File: src/rtl/fetch_seq.sv
// Byte-serial instruction fetch sequencer: opcode, up to two operands, then a
// decoder-driven execute step counter with trap and halt handling.
module fetch_seq #(
  parameter int MAX_STEP = 7
) (
  input  logic       clk,
  input  logic       rst,
  output logic       mem_req,
  input  logic       mem_ack,
  input  logic [7:0] mem_data,
  output logic       pc_inc,
  output logic [7:0] insn,
  output logic [7:0] d1,
  output logic [7:0] d2,
  output logic [2:0] is,
  input  logic [1:0] len,
  input  logic       step_last,
  input  logic       trap,
  input  logic       stall,
  output logic       exec,
  output logic       halted
);

  typedef enum logic [2:0] {
    IDLE, F_OP, F_D1, F_D2, EXEC, HALT
  } state_t;

  localparam logic [2:0] MAX = 3'(MAX_STEP);

  state_t     state_q, state_d;
  logic       eval_q, eval_d;
  logic       pc_inc_q, pc_inc_d;
  logic [7:0] insn_q, insn_d;
  logic [7:0] d1_q, d1_d;
  logic [7:0] d2_q, d2_d;
  logic [2:0] is_q, is_d;
  logic       xfer;
  logic       take;

  always_ff @(posedge clk or posedge rst) begin
    if (rst) begin
      state_q  <= IDLE;
      eval_q   <= 1'b0;
      pc_inc_q <= 1'b0;
      insn_q   <= '0;
      d1_q     <= '0;
      d2_q     <= '0;
      is_q     <= '0;
    end else begin
      state_q  <= state_d;
      eval_q   <= eval_d;
      pc_inc_q <= pc_inc_d;
      insn_q   <= insn_d;
      d1_q     <= d1_d;
      d2_q     <= d2_d;
      is_q     <= is_d;
    end
  end

  assign xfer = mem_req & mem_ack;
  assign take = xfer & ~trap;

  always_comb begin
    state_d = state_q;
    unique case (state_q)
      IDLE: state_d = F_OP;
      F_OP: if (xfer) state_d = F_D1;
      F_D1: begin
        // eval cycle: len now reflects the freshly latched opcode
        if (eval_q) begin
          if (len == 2'd0)      state_d = EXEC;
          else if (len == 2'd3) state_d = HALT;
        end else if (xfer) begin
          state_d = (len == 2'd2) ? F_D2 : EXEC;
        end
      end
      F_D2: if (xfer) state_d = EXEC;
      EXEC: begin
        if (!stall) begin
          if (step_last)       state_d = F_OP;
          else if (is_q == MAX) state_d = HALT;
        end
      end
      HALT: state_d = HALT;
      default: state_d = IDLE;
    endcase
    if (trap && state_q != IDLE) state_d = HALT;
  end

  always_comb begin
    insn_d   = insn_q;
    d1_d     = d1_q;
    d2_d     = d2_q;
    pc_inc_d = take;
    eval_d   = (state_q == F_OP) && (state_d == F_D1);
    if (take) begin
      unique case (state_q)
        F_OP: begin
          insn_d = mem_data;
          d1_d   = '0;
          d2_d   = '0;
        end
        F_D1:    d1_d = mem_data;
        F_D2:    d2_d = mem_data;
        default: ;
      endcase
    end
    is_d = is_q;
    if (state_q == EXEC && state_d == EXEC && !stall)
      is_d = is_q + 3'd1;
    if (state_d != EXEC) is_d = '0;
  end

  always_comb begin
    mem_req = (state_q == F_OP) || (state_q == F_D2) ||
              ((state_q == F_D1) && !eval_q);
    exec    = (state_q == EXEC);
    halted  = (state_q == HALT);
    pc_inc  = pc_inc_q;
    insn    = insn_q;
    d1      = d1_q;
    d2      = d2_q;
    is      = is_q;
  end

endmodule
File: config.mk
export PLATFORM = sky130hd
export DESIGN_NAME = fetch_seq
export DESIGN_NICKNAME = d
export VERILOG_FILES = /design/src/rtl/fetch_seq.sv
export SDC_FILE = /design/constraint.sdc
export NUM_CORES = 1
export LEC_CHECK = 0
export BUFFER_PORTS_ARGS = -buffer_cell sky130_fd_sc_hd__buf_2
export CORE_MARGIN = 1.5
export CORE_UTILIZATION = 52
export CTS_BUF_LIST = sky130_fd_sc_hd__clkbuf_4
export DETAILED_ROUTE_END_ITERATION = 8
export PLACE_DENSITY = 0.81
export SYNTH_ARGS = -nofsm -noshare
export SYNTH_HDL_FRONTEND = slang
export SYNTH_SLANG_ARGS = --single-unit
export TNS_END_PERCENT = 20
File: constraint.sdc
create_clock -name clk -period 2.36 [get_ports clk]
set_input_delay 0.472 -clock clk [delete_from_list [all_inputs] [get_ports clk]]
set_output_delay 0.472 -clock clk [all_outputs]
set_load 0.05 [all_outputs]
==> flow_summary.yaml, run 1 <==
run_status:
  status: "finished clean"
final_layout:
  fill_cells: 214
  multi_input_area_um2: 647
  final_cell_mix: "buf_2 (46), nand2_1 (33), dfrtp_1 (32), o21ai_0 (17), mux2_2 (7)"
  areaGrowthSynthToFinish_pct: 19.4
  num_antenna_cells: 0
  nets: 215
  final_common_cell: "buf_2"
  seq_area_um2: 801
  layout-drive-gt1-share_pct: 34.3
logic_synthesis:
  synth-edff-count: 0
  synth-seq-area-share_pct: 52.6
  synth.net_count: 166
  ys_ff_latch: 32
  synthDistinctLibCells: 40
  synth_area_leader_cell: "dfrtp_1"
  synth_top_family_by_area: "simple AND/OR/NAND/NOR gates"
  synth_xor_area_share_pct: 1.73
  netlist_instances: 148
  yosysWarningCount: 0
  synth_compound_area_share_pct: 11.4
  async_flop_share_pct: 100
  syn_avg_cell_area_um2: 10.3
  yosys.area_share.adder_pct: 1.64
  synth_top_area_share_pct: 52.6
  synthesis.area_um2: 1520
  synthTopCellsByArea: "dfrtp_1 (53%), nand2_1 (8.1%), o21ai_0 (5.6%)"
  synthMuxAreaShare_pct: 7.48
  ys.flop_type: "dfrtp_1"
  synth_simple_gate_area_share_pct: 20.2
global_routing:
  grt_pass1_vias: 1199
  grt_pass1_wl_um: 5280
  track_usage_pct: 21.6
  grt_max_degree: 33
  antenna_found_initial: 0
  gr-total-overflow: 0
worst_setup_path:
  slowest_stage: "dfrtp_1"
  cp.arrival_ps: 1560
  path_cells: "buf_4 -> a21oi_1 -> nor2_1 -> buf_2"
  r2r-start: "state_q[2]"
  crit_type: "register to primary output"
  crit_path_max_fanout: 13
  cp.required_ps: 1890
  start_kind: "register"
  slowest_delay_ps: 470
  timing.rr.end: "insn[5]"
  endpoint_kind: "primary output"
  ff2ff_path_depth: 4
  r2r_slack_ps: 330
pwr:
  peakVddDrop_mv: 0.685
  power.leakage_nw: 0.917
  p_per_area_nw_per_um2: 608
clock_network:
  clkTransAtPathRegs_ps: 100
  cts-root-buf: "clkbuf_4"
  cts_setup_buffers: 0
  htreeDepth: 2
  cts_buffers: 5
  insertion_delay_ps: 340
  clock_sinks: 32
  cts_resized: 0
  clk_path_buf_depth: 2
  cts_tree: "built"
  ctsHoldBuffers: 0
sta:
  fin_crit_sh_pct: 86.3
  finalMaxSlewViolations: 0
  clock_skew_ps: 7.71
  tns_ps: 0
  hold_viol_final: 0
  timing.final.crit_period_ps: 2040
  timing.hold.ws_ps: 187
  layout_setup_ws_ps: 324
  rsz0062_at_grt: "false"
  finalSetupViolCount: 0
  tightest_slew_ps: 507
  fmax_mhz: 491
  slew_headroom_pct: 66.0
floorplan:
  core_area_um2: 2760
  die_x_um: 57.1
  rows: 19
  io_pins: 47
  fp.dieH_um: 57.1
  die_area_um2: 3260
  floorplan.initialDensity_pct: 55.2
detailed_routing:
  vias_per_cell: 5.48
  ant_nets: 0
  vias: 1255
  detail_route.iter0.violations: 35
  detail_route.first_pass.iterations: 4
  wl_per_cell_um: 13.7
  drc: 0
  totalWireLength_um: 3140
place:
  portBuffers: 46
  place_congestion: 0.743
  place_hpwl_um: 2370
  place_ws_ps: 295
hold_path:
  hp-class: "input port to async pin"
job:
  maxCapViolations: 0
## where the power goes
group / internal, mW / switching, mW / total [mW]
Clock: 0.109 / 0.183 / 0.292
Sequential: 0.579 / 0.0165 / 0.596
Combinational: 0.0555 / 0.161 / 0.216
Total: 0.744 / 0.360 / 1.10
## registers in the layout, indices dropped and copies added (netlist names)
name and flops:
d1 8, d2 8, eval_q 1, insn 8
is 3, pc_inc 1, state_q 3
## kinds of logic (layout without fill, tap and decap cells)
logic type      after synthesis  count (layout)
simple gates                 59              59
compound gates               29              29
xor+xnor                      3               3
buf+inv                      13              63
flops                        32              32
fa+ha+maj                     2               2
mux                          10              10
## layout make-up
type,count,area share (%)
sequential,32,44.1
multi-input combinational,103,35.6
timing repair buffer,50,14.3
tap,31,2.13
clock buffer,5,2.07
inverter,5,1.03
clock inverter,3,0.758
## synth_stat cells (all sizes together), types with 2 or more instances
cell / number
nand2: 33
dfrtp: 32
o21ai: 17
mux2: 8
nor2: 7
buf: 6
inv: 5
nor3: 4
a21oi: 3
clkbuf: 2
ha: 2
mux2i: 2
nand2b: 2
nand3b: 2
nor4b: 2
or3b: 2
xnor2: 2
## how the worst max path moves through the flow
stage	cells after the start	slack [ps]	end	startpoint
detailed placement	5	300	insn[5]	mem_ack
finish	4	320	mem_req	state_q[1]
CTS	4	330	mem_req	state_q[1]
global placement	5	350	insn[5]	mem_ack
floorplan	4	370	mem_req	state_q[1]
global route	4	230	insn[7]	state_q[2]
## metrics by stage
step	util, %	instance area [um^2]	std cells	total power [mW]
after global placement	64.0	1770	221	0.820
after CTS	65.9	1820	229	1.12
after detailed placement	64.0	1770	221	0.825
final	65.9	1820	229	1.10
after floorplan	-	1520	148	0.759
after global routing	65.9	1820	229	1.15
## per-layer routing
metal | routed length, um | vias to the layer above | track usage (%)
li1 | - | 610 | -
met1 | 1350 | 594 | 27.0
met2 | 1520 | 45 | 32.8
met4 | 61 | 0 | 12.0
met5 | 0 | - | 0
met3 | 205 | 6 | 7.71
## critical path: cells and delay by family, from the launching register on
kind	cells	cell delay, ps
buffers and inverters	2	530
and+or+nand+nor	1	100
AOI/OAI and AO/OA	1	130
DFF	1	470
Power figures use the tool's default switching activity.
==> run 2: changes to the inputs <==
==> constraint.sdc (replaced) <==
create_clock -name clk -period 2.36 [get_ports clk]
set_input_delay 0.236 -clock clk [delete_from_list [all_inputs] [get_ports clk]]
set_output_delay 0.236 -clock clk [all_outputs]
set_load 0.05 [all_outputs]
==> run 2 against run 1 <==
Die area unchanged. Clock skew up 0.82 ps. Final area up 0.55%. Critical path depth unchanged. Clock power down 2%. First-iteration DRC count up 31%. Total power down 0.41%.
==> flow_summary.yaml, run 2 (synthesized netlist as in run 1, its figures left out) <==
global_routing:
  grt_pass1_vias: 1160
  grtUsageMet3_pct: 4.76
  busiest_layer: "met2"
  track_usage_pct: 20.2
  grtUsageMet2_pct: 32.3
  gr-total-overflow: 0
  grt_pass1_wl_um: 5070
  grtUsageMet1_pct: 27.0
  antenna_found_initial: 0
  grt_max_degree: 33
detailed_routing:
  wl_per_cell_um: 13.5
  drc: 0
  vias: 1254
  ant_nets: 0
  detail_route.iter0.violations: 46
  totalWireLength_um: 3110
  detail_route.first_pass.iterations: 4
  vias_per_cell: 5.45
floorplan:
  fp.dieH_um: 57.1
  die_x_um: 57.1
  rows: 19
  core_area_um2: 2760
  die_area_um2: 3260
  io_pins: 47
  floorplan.initialDensity_pct: 55.2
place:
  place_ws_ps: 360
  portBuffers: 46
  place_inst: 221
  placed_area_um2: 1770
  place_hpwl_um: 2320
  place_congestion: 0.744
final_layout:
  num_antenna_cells: 0
  post_layout_nonfiller_instances: 230
  nets: 216
  layout-drive-gt1-share_pct: 34.2
  final_common_cell: "buf_2"
  finish.instance_area_um2: 1830
  final_util_pct: 66.2
  final_cell_mix: "buf_2 (46), nand2_1 (33), dfrtp_1 (32), o21ai_0 (17), mux2_2 (7)"
  areaGrowthSynthToFinish_pct: 20.1
worst_setup_path:
  crit_family: "simple AND/OR/NAND/NOR gates"
  crit_start: "state_q[2]"
  cp.arrival_ps: 2240
  ff2ff_path_depth: 4
  path_depth: 4
  start_kind: "register"
  r2r-start: "state_q[2]"
  crit_type: "register to register"
  cp.required_ps: 2570
  timing.rr.end: "insn[7]"
  cp.buffers_inverters: 0
  crit_path_max_fanout: 17
  slowest_stage: "dfrtp_1"
  slowest_delay_ps: 510
  endpoint_kind: "register"
  path_cells: "or3b_1 -> or2_1 -> nor2_8 -> mux2_2"
  r2r_slack_ps: 330
sta:
  fmax_mhz: 494
  slew_headroom_pct: 63.8
  fin_crit_sh_pct: 85.9
  timing.hold.ws_ps: 131
  layout_setup_ws_ps: 334
  rsz0062_at_grt: "false"
  finalSetupViolCount: 0
  timing.final.crit_period_ps: 2030
  tightest_slew_ps: 539
  tns_ps: 0
  clock_skew_ps: 8.54
  finalMaxSlewViolations: 0
  hold_viol_final: 0
clock_network:
  cts_tree: "built"
  insertion_delay_ps: 320
  htreeDepth: 2
  cts_buffers: 5
  clkTransAtPathRegs_ps: 90
  clk_path_buf_depth: 2
  cts_resized: 0
  cts-root-buf: "clkbuf_4"
  clock_sinks: 32
pwr:
  power.leakage_nw: 0.922
  peakVddDrop_mv: 0.602
  total_power_mw: 1.10
  p_per_area_nw_per_um2: 602
run_status:
  status: "finished clean"
hold_path:
  hp-class: "input port to register"
  worst_hold_path.endpoint: "state_q[1]"
  worstHoldPathCells: 2
  min_from: "trap"
job:
  maxCapViolations: 0
run 2: changes by cell type in the layout (fill, tap and decap cells not counted), sizes merged:
cell         before  now
dlygate4sd3       0    1
run 2: worst max path at each step:
| stage | slack [ps] | to |
|---|---|---|
| CTS | 350 | insn[7] |
| global route | 250 | insn[7] |
| global placement | 420 | insn[5] |
| detailed placement | 360 | insn[5] |
| finish | 330 | insn[7] |
| floorplan | 560 | insn[0] |
run 2: routing by layer:
layer / share of wire (%) / vias up
met5: 0 / -
met4: 1.1 / 0
met3: 5.3 / 5
met2: 49 / 39
met1: 45 / 601
li1: - / 609
run 2: what timing repair did:
item,4_1_cts,5_1_grt
endpoints found under the setup margin,0,0
hold buffers,1,0
hold endpoints to repair,32,0
setup buffers,0,0
run 2: area by class of cell:
type | instances | area [um^2]
well taps | 31 | 38.8
flip-flops and latches | 32 | 801
fillers | 220 | 931
clock buffers | 5 | 37.5
multi-input cells | 103 | 647
inverters | 5 | 18.8
repair buffers | 51 | 270
clock inverters | 3 | 13.8
run 2: worst reg2reg max path: stages, from the launching register on:
cell and delay [ps]:
dfrtp_1 510, or3b_1 480, or2_1 310, nor2_8 240, mux2_2 380
run 2: power breakdown:
part | switching, mW | internal, mW
combinational | 0.161 | 0.0566
sequential | 0.0157 | 0.579
clock | 0.177 | 0.109
